**src/rtl/graphics_compositor_if.sv**
```systemverilog
// Configuration channel of the graphics compositor: a valid/ready offer of
// a sprite enable mask and background colour, plus the "accepted, not yet applied" flag.
interface graphics_compositor_if #(
    parameter int NUM_SPRITES = 6,
    parameter int COLOR_W     = 8
) ();
    logic                   cfg_valid;
    logic                   cfg_ready;
    logic [NUM_SPRITES-1:0] cfg_enable_mask;
    logic [COLOR_W-1:0]     cfg_bg_color;
    logic                   cfg_pending;

    modport master (
        output cfg_valid, cfg_enable_mask, cfg_bg_color,
        input  cfg_ready, cfg_pending
    );

    modport slave (
        input  cfg_valid, cfg_enable_mask, cfg_bg_color,
        output cfg_ready, cfg_pending
    );
endinterface

```
**src/rtl/graphics_compositor.sv**
```systemverilog
// Two-stage beam-to-playfield mapper and priority sprite/maze compositor.
// Optional macro GFX_COLLISION_EN builds the per-frame pacman/ghost collision flag.
module graphics_compositor #(
    parameter int NUM_SPRITES = 6,
    parameter int COLOR_W     = 8,
    parameter int XMAX        = 240,
    parameter int YMAX        = 320,
    parameter int ROW_PITCH   = 264,
    parameter int YOFFSET     = 24,
    parameter int ADDR_W      = 16,
    parameter int TRANSPARENT = 0
) (
    input  logic                           clk,
    input  logic                           rst,
    input  logic [9:0]                     hc,
    input  logic [9:0]                     vc,
    input  logic [NUM_SPRITES*COLOR_W-1:0] sprite_colors,
    input  logic [COLOR_W-1:0]             maze_color,
    graphics_compositor_if.slave           cfg,
    output logic [8:0]                     xpos,
    output logic [8:0]                     ypos,
    output logic [ADDR_W-1:0]              address,
    output logic [COLOR_W-1:0]             color,
    output logic                           color_active,
    output logic                           frame_start,
    output logic                           collision
);
    localparam logic [9:0]         X_LAST = 10'(XMAX - 1);
    localparam logic [8:0]         Y_LAST = 9'(YMAX - 1);
    localparam logic [9:0]         Y_LO   = 10'(YOFFSET);
    localparam logic [9:0]         Y_HI   = 10'(YOFFSET + ROW_PITCH);
    localparam logic [COLOR_W-1:0] TRANSP = COLOR_W'(TRANSPARENT);

    logic [8:0]             xpos_q, ypos_q, xpos_d, ypos_d;
    logic [ADDR_W-1:0]      address_q, address_d;
    logic                   active1_q, in_view;
    logic [COLOR_W-1:0]     color_q, color_d;
    logic                   color_active_q, frame_start_q;
    logic [NUM_SPRITES-1:0] mask_q, shadow_mask_q;
    logic [COLOR_W-1:0]     bg_q, shadow_bg_q;
    logic                   pending_q;
    logic                   boundary, accept;

    assign in_view  = (hc < 10'd640) && (vc < 10'd480);
    assign boundary = (vc == 10'd480) && (hc == 10'd0);
    assign accept   = cfg.cfg_valid && !pending_q;

    // Beam counters rotate 90 degrees: vertical beam runs along playfield x.
    always_comb begin
        xpos_d    = '0;
        ypos_d    = '0;
        address_d = '1;
        if (vc < 10'd480) begin
            xpos_d = 9'(X_LAST - {1'b0, vc[9:1]});
            ypos_d = in_view ? hc[9:1] : Y_LAST;
        end
        if (({1'b0, ypos_d} >= Y_LO) && ({1'b0, ypos_d} < Y_HI)) begin
            address_d = ADDR_W'(18'(xpos_d) * 18'(ROW_PITCH) + 18'(ypos_d) - 18'(YOFFSET));
        end
    end

    always_ff @(posedge clk) begin
        if (rst) begin
            xpos_q    <= '0;
            ypos_q    <= '0;
            address_q <= '1;
            active1_q <= 1'b0;
        end else begin
            xpos_q    <= xpos_d;
            ypos_q    <= ypos_d;
            address_q <= address_d;
            active1_q <= in_view;
        end
    end

    logic [COLOR_W-1:0]     chan [NUM_SPRITES];
    logic [NUM_SPRITES-1:0] vis;

    for (genvar gi = 0; gi < NUM_SPRITES; gi++) begin : g_chan
        assign chan[gi] = sprite_colors[gi*COLOR_W +: COLOR_W];
        assign vis[gi]  = mask_q[gi] && (chan[gi] != TRANSP);
    end

    // Walk from the lowest priority upward so the lowest visible index wins.
    always_comb begin
        color_d = (maze_color != TRANSP) ? maze_color : bg_q;
        for (int i = NUM_SPRITES - 1; i >= 0; i--) begin
            if (vis[i]) color_d = chan[i];
        end
        if (!active1_q) color_d = '0;
    end

    always_ff @(posedge clk) begin
        if (rst) begin
            color_q        <= '0;
            color_active_q <= 1'b0;
            frame_start_q  <= 1'b0;
        end else begin
            color_q        <= color_d;
            color_active_q <= active1_q;
            frame_start_q  <= boundary;
        end
    end

    // Config only lands in the active registers on the vblank boundary.
    always_ff @(posedge clk) begin
        if (rst) begin
            pending_q     <= 1'b0;
            mask_q        <= '1;
            bg_q          <= '0;
            shadow_mask_q <= '0;
            shadow_bg_q   <= '0;
        end else if (boundary && accept) begin
            mask_q <= cfg.cfg_enable_mask;
            bg_q   <= cfg.cfg_bg_color;
        end else if (boundary && pending_q) begin
            mask_q    <= shadow_mask_q;
            bg_q      <= shadow_bg_q;
            pending_q <= 1'b0;
        end else if (accept) begin
            shadow_mask_q <= cfg.cfg_enable_mask;
            shadow_bg_q   <= cfg.cfg_bg_color;
            pending_q     <= 1'b1;
        end
    end

`ifdef GFX_COLLISION_EN
    logic hit, flag_q, collision_q;

    assign hit = active1_q && vis[NUM_SPRITES-1] && (|vis[NUM_SPRITES-2:0]);

    // A hit on the boundary cycle seeds the new frame's flag.
    always_ff @(posedge clk) begin
        if (rst) begin
            flag_q      <= 1'b0;
            collision_q <= 1'b0;
        end else if (boundary) begin
            collision_q <= flag_q;
            flag_q      <= hit;
        end else begin
            flag_q <= flag_q || hit;
        end
    end

    assign collision = collision_q;
`else
    assign collision = 1'b0;
`endif

    assign xpos            = xpos_q;
    assign ypos            = ypos_q;
    assign address         = address_q;
    assign color           = color_q;
    assign color_active    = color_active_q;
    assign frame_start     = frame_start_q;
    assign cfg.cfg_ready   = !pending_q;
    assign cfg.cfg_pending = pending_q;
endmodule

```
**src/flat_wrapper.sv**
```systemverilog
// flat-port wrapper written by rule: the top's interface ports become plain ports
module graphics_compositor_flat 
#(
    parameter int NUM_SPRITES = 6,
    parameter int COLOR_W     = 8,
    parameter int XMAX        = 240,
    parameter int YMAX        = 320,
    parameter int ROW_PITCH   = 264,
    parameter int YOFFSET     = 24,
    parameter int ADDR_W      = 16,
    parameter int TRANSPARENT = 0
)
  (clk, rst, hc, vc, sprite_colors, maze_color, xpos, ypos, address, color, color_active, frame_start, collision, cfg_cfg_valid, cfg_cfg_enable_mask, cfg_cfg_bg_color, cfg_cfg_ready, cfg_cfg_pending);
  graphics_compositor_if #(.NUM_SPRITES(NUM_SPRITES), .COLOR_W(COLOR_W)) cfg_i ();
  input  logic clk;
  input  logic rst;
  input  logic [9:0] hc;
  input  logic [9:0] vc;
  input  logic [NUM_SPRITES*COLOR_W-1:0] sprite_colors;
  input  logic [COLOR_W-1:0] maze_color;
  output logic [8:0] xpos;
  output logic [8:0] ypos;
  output logic [ADDR_W-1:0] address;
  output logic [COLOR_W-1:0] color;
  output logic color_active;
  output logic frame_start;
  output logic collision;
  input wire logic [$bits(cfg_i.cfg_valid)-1:0] cfg_cfg_valid;
  input wire logic [$bits(cfg_i.cfg_enable_mask)-1:0] cfg_cfg_enable_mask;
  input wire logic [$bits(cfg_i.cfg_bg_color)-1:0] cfg_cfg_bg_color;
  output wire logic [$bits(cfg_i.cfg_ready)-1:0] cfg_cfg_ready;
  output wire logic [$bits(cfg_i.cfg_pending)-1:0] cfg_cfg_pending;
  assign cfg_i.cfg_valid = cfg_cfg_valid;
  assign cfg_i.cfg_enable_mask = cfg_cfg_enable_mask;
  assign cfg_i.cfg_bg_color = cfg_cfg_bg_color;
  assign cfg_cfg_ready = cfg_i.cfg_ready;
  assign cfg_cfg_pending = cfg_i.cfg_pending;
  graphics_compositor #(.NUM_SPRITES(NUM_SPRITES), .COLOR_W(COLOR_W), .XMAX(XMAX), .YMAX(YMAX), .ROW_PITCH(ROW_PITCH), .YOFFSET(YOFFSET), .ADDR_W(ADDR_W), .TRANSPARENT(TRANSPARENT)) u_core (.clk(clk), .rst(rst), .hc(hc), .vc(vc), .sprite_colors(sprite_colors), .maze_color(maze_color), .cfg(cfg_i), .xpos(xpos), .ypos(ypos), .address(address), .color(color), .color_active(color_active), .frame_start(frame_start), .collision(collision));
endmodule
```
**config.mk**
```make
export PLATFORM = sky130hd
export DESIGN_NAME = graphics_compositor_flat
export DESIGN_NICKNAME = d
export VERILOG_FILES = /design/src/rtl/graphics_compositor_if.sv /design/src/rtl/graphics_compositor.sv /design/src/flat_wrapper.sv
export SDC_FILE = /design/constraint.sdc
export NUM_CORES = 1
export LEC_CHECK = 0
export ABC_AREA = 1
export BUFFER_PORTS_ARGS = -buffer_cell sky130_fd_sc_hd__clkbuf_2
export CAP_MARGIN = 40
export CORE_MARGIN = 1.5
export CORE_UTILIZATION = 35
export CTS_CLUSTER_DIAMETER = 80
export DETAILED_ROUTE_END_ITERATION = 10
export PLACE_DENSITY = 0.61
export SETUP_SLACK_MARGIN = 0.05
export SYNTH_ARGS = -nofsm -noshare
export SYNTH_HDL_FRONTEND = slang
export SYNTH_SLANG_ARGS = --single-unit
```
**constraint.sdc**
```tcl
create_clock -name clk -period 9.4 [get_ports clk]
set_clock_uncertainty 0.1 [all_clocks]
set_input_delay 0.94 -clock clk [delete_from_list [all_inputs] [get_ports clk]]
set_output_delay 0.94 -clock clk [all_outputs]
set_load 0.005 [all_outputs]
```
==> impl_metrics.env <==
export IMPL_status="completed"
export IMPL_crit_buf_inv=2
export IMPL_wirelength_mm=12.24
export IMPL_path_max_fanout=4
export IMPL_cts_path_max_buffers=2
export IMPL_relSlewSlack=0.4973
export IMPL_antenna_found_initial=0
export IMPL_min_path_cells=2
export IMPL_clock_power_share=0.407
export IMPL_clk_pin_slew_ns=0.06
export IMPL_regArea_um2=1481
export IMPL_die_h_um=114.4
export IMPL_num_vias=4509
export IMPL_r2r_start="u_core.cfg.cfg_pending$_SDFFE_PP0P_"
export IMPL_fp_coreArea_um2=12060
export IMPL_min_from="u_core.shadow_bg_q[1]$_SDFFE_PP0P_"
export IMPL_synth_top_area_frac=0.3413
export IMPL_power_leakage_nw=2.904
export IMPL_yosysSeqAreaShare=0.3413
export IMPL_post_route_period_util=0.4425
export IMPL_endpoint_kind="flop"
export IMPL_fp_row_count=40
export IMPL_slew_violations=0
export IMPL_root_buffer="clkbuf_16"
export IMPL_r2r_end="u_core.bg_q[5]$_SDFFE_PP0P_"
export IMPL_area_growth_pct=25.74
export IMPL_antenna_left=0
export IMPL_start_util=0.3599
export IMPL_post_cts_buffers=0
export IMPL_hold_end="u_core.shadow_bg_q[1]$_SDFFE_PP0P_"
export IMPL_critical_path_most_common_cell="nand2_1"
export IMPL_yosysWarnings=0
export IMPL_grt_use_total=0.1953
export IMPL_layout_drive_gt1_share=0.2211
export IMPL_drtIter0Drc=332
export IMPL_multi_input_area_um2=2421
export IMPL_die_area_um2=13080
export IMPL_critPathSlowestCell="fa_1"
export IMPL_cap_violations=0
export IMPL_gp_congestion=0.8938
export IMPL_ys_ff_latch=74
export IMPL_cts_max_level=3
export IMPL_power_frac_comb=0.207
export IMPL_die_x_um=114.4
export IMPL_syn_inst=641
export IMPL_fin_area_um2=5458
export IMPL_min_period_ns=4.160
export IMPL_io_pins=140
export IMPL_reg2reg_depth=6
export IMPL_synth_largest_area_cell="dfxtp_1"
export IMPL_fmaxAchievable_mhz=240.4
export IMPL_critPathMaxStageDelay_ns=0.38
export IMPL_synth_cell_types=33
export IMPL_tns_ns=0
export IMPL_sw_frac_of_total=0.2888
export IMPL_rsz0062_at_grt="false"
export IMPL_insertion_delay_ns=0.34
export IMPL_worst_setup_path_start_kind="input pin"
export IMPL_arrival_ns=4.26
export IMPL_dr_pass1_iters=6
export IMPL_drcViolationCount=0
export IMPL_syn_num_nets=764
export IMPL_power_total_mw=0.8618
export IMPL_cts_tree="done"
export IMPL_worst_hold_path_type="reg -> reg"
export IMPL_final_hold_viol_count=0
export IMPL_r2r_setup_slack_ns=7.59
export IMPL_whs_ns=0.3631
export IMPL_via_per_inst=4.766
export IMPL_setup_violations=0
export IMPL_grt_max_degree=33
export IMPL_synth_area_um2=4340
export IMPL_power_switching_mw=0.2489
export IMPL_intPower_mw=0.6129
export IMPL_grt_pass1_vias=4186
export IMPL_detail_route_wl_per_cell_um=12.94
export IMPL_cts_hold_buf=0
export IMPL_fin_util=0.4525
export IMPL_cts_resized=0
export IMPL_cts_sinks=74
export IMPL_critPathRequiredTime_ns=9.50
export IMPL_p_seq_frac=0.386
export IMPL_cts_buffers=9
export IMPL_power_density_nw_per_um2=157.9
export IMPL_post_dp_cell_area_um2=5152
export IMPL_n_antenna_cell=0
export IMPL_num_fill_cells=1257
export IMPL_layout_nets=896
export IMPL_port_buffers=138
export IMPL_synth_area_per_cell_um2=6.771
export IMPL_crit_family="adder cells"
export IMPL_cp_cell_sequence="clkbuf_2 > ha_1 > xor2_1 > nor2_1 > ha_1 > ha_1 > ha_1 > fa_1 > or2_2 > nand2_1 > ha_1 > nand2_1 > inv_1 > a21oi_1 > nand3_1 > nand2_1 > nand2_1 > nand2_1 > nand2_1 > nand2_1 > nand3_1"
export IMPL_overflow=0
export IMPL_grt_pass1_wl_mm=20.04
export IMPL_tightest_slew_ns=0.7541
export IMPL_criticalPathCategory="in -> reg"
export IMPL_vdd_drop_max_v=0.0001127
export IMPL_synth_area_leaders="dfxtp_1, nand2_1, ha_1"
export IMPL_place_hpwl_mm=9.499
[worst reg2reg max path: cells and delay by family (launching register included)]
kind	cells	cell delay (ns)
buffers and inverters	2	0.52
and+or+nand+nor	2	0.51
DFF	1	0.33
AOI/OAI and AO/OA	2	0.29
[cell type report]
| type | count | area share |
|---|---|---|
| Clock buffer | 10 | 0.04379 |
| Tap cell | 168 | 0.03851 |
| Sequential cell | 74 | 0.2714 |
| Inverter | 91 | 0.06259 |
| Multi-Input combinational cell | 458 | 0.4436 |
| Timing Repair Buffer | 139 | 0.1279 |
| Clock inverter | 6 | 0.01215 |
[cell families (layout without fill, tap and decap cells)]
family	count (synthesis)	after routing	synth area share
xor gates and xnor gates	12	12	0.02421
buffers and inverters	109	246	0.1009
AOI/OAI and AO/OA	100	100	0.1280
adders and majority gates	30	30	0.08994
other	1	1	0.0008640
and+or+nand+nor	315	315	0.3148
DFF	74	74	0.3413
[metrics by stage]
stage / instances / worst slack (ns)
after floorplan: 641 / 5.372
after global placement: 930 / 5.053
after detailed placement: 930 / 4.899
after CTS: 946 / 5.263
after global routing: 946 / 4.984
final: 946 / 5.240
[power by group through the flow]
stage | Sequential, mW | Combinational, mW | Clock, mW
3_3_place_gp | 0.339 | 0.175 | 0
6_report | 0.332 | 0.179 | 0.351
2_1_floorplan | 0.340 | 0.113 | 0
3_5_place_dp | 0.339 | 0.177 | 0
4_1_cts | 0.332 | 0.178 | 0.358
5_1_grt | 0.334 | 0.204 | 0.372
[how the worst max path moves through the flow]
| stage | startpoint | endpoint | slack (ns) | depth (start not counted) |
|---|---|---|---|---|
| 2_1_floorplan | vc[5] | u_core.address[15]$_SDFF_PP1_ | 5.37 | 20 |
| 3_3_place_gp | vc[5] | u_core.address[15]$_SDFF_PP1_ | 5.05 | 21 |
| 3_5_place_dp | vc[5] | u_core.address[15]$_SDFF_PP1_ | 4.90 | 21 |
| 4_1_cts | vc[5] | u_core.address[15]$_SDFF_PP1_ | 5.26 | 21 |
| 5_1_grt | vc[5] | u_core.address[15]$_SDFF_PP1_ | 4.98 | 21 |
| 6_report | vc[5] | u_core.address[15]$_SDFF_PP1_ | 5.24 | 21 |
[flip-flops by register name, indices dropped and copies added (netlist names)]
| name | cells |
|---|---|
| u_core.frame_start | 1 |
| u_core.cfg.cfg_pending | 1 |
| u_core.mask_q | 6 |
| u_core.active1_q | 1 |
| u_core.address | 16 |
| u_core.shadow_bg_q | 8 |
| u_core.bg_q | 8 |
| u_core.shadow_mask_q | 6 |
| u_core.ypos | 9 |
| u_core.xpos | 9 |
| u_core.color | 8 |
| u_core.color_active | 1 |
[cells in the mapped netlist, drive strengths merged]
cell	number
nand4	5
buf	8
a211o	1
inv	91
nor4	6
fa	2
xnor2	4
nor3	1
dfxtp	74
o21bai	1
o22ai	9
conb	1
o221ai	6
a211oi	1
or2	3
nand2	174
a21oi	50
nand3b	8
xor2	8
nand3	43
o21ai	32
nor2	75
clkbuf	10
ha	28
[placed cells by master, fill, tap and decap left out, types with 6 or more instances in the layout]
cell type,n
dfxtp_1,74
a21oi_1,50
o21ai_0,30
nand2_1,170
xor2_1,8
nand3b_1,7
o221ai_1,6
nor4_1,6
nor2_1,69
ha_1,28
clkbuf_2,138
inv_1,90
o22ai_1,9
clkbuf_16,9
nand3_1,43
[per-layer routing]
layer / GRT usage / vias up / part of all wire
met5: 0 / - / 0
met4: 0.08500 / 0 / 0.020
met3: 0.04129 / 19 / 0.076
met2: 0.3108 / 184 / 0.44
met1: 0.2560 / 1987 / 0.47
li1: - / 2319 / -
(Power assumes the default switching activity.)
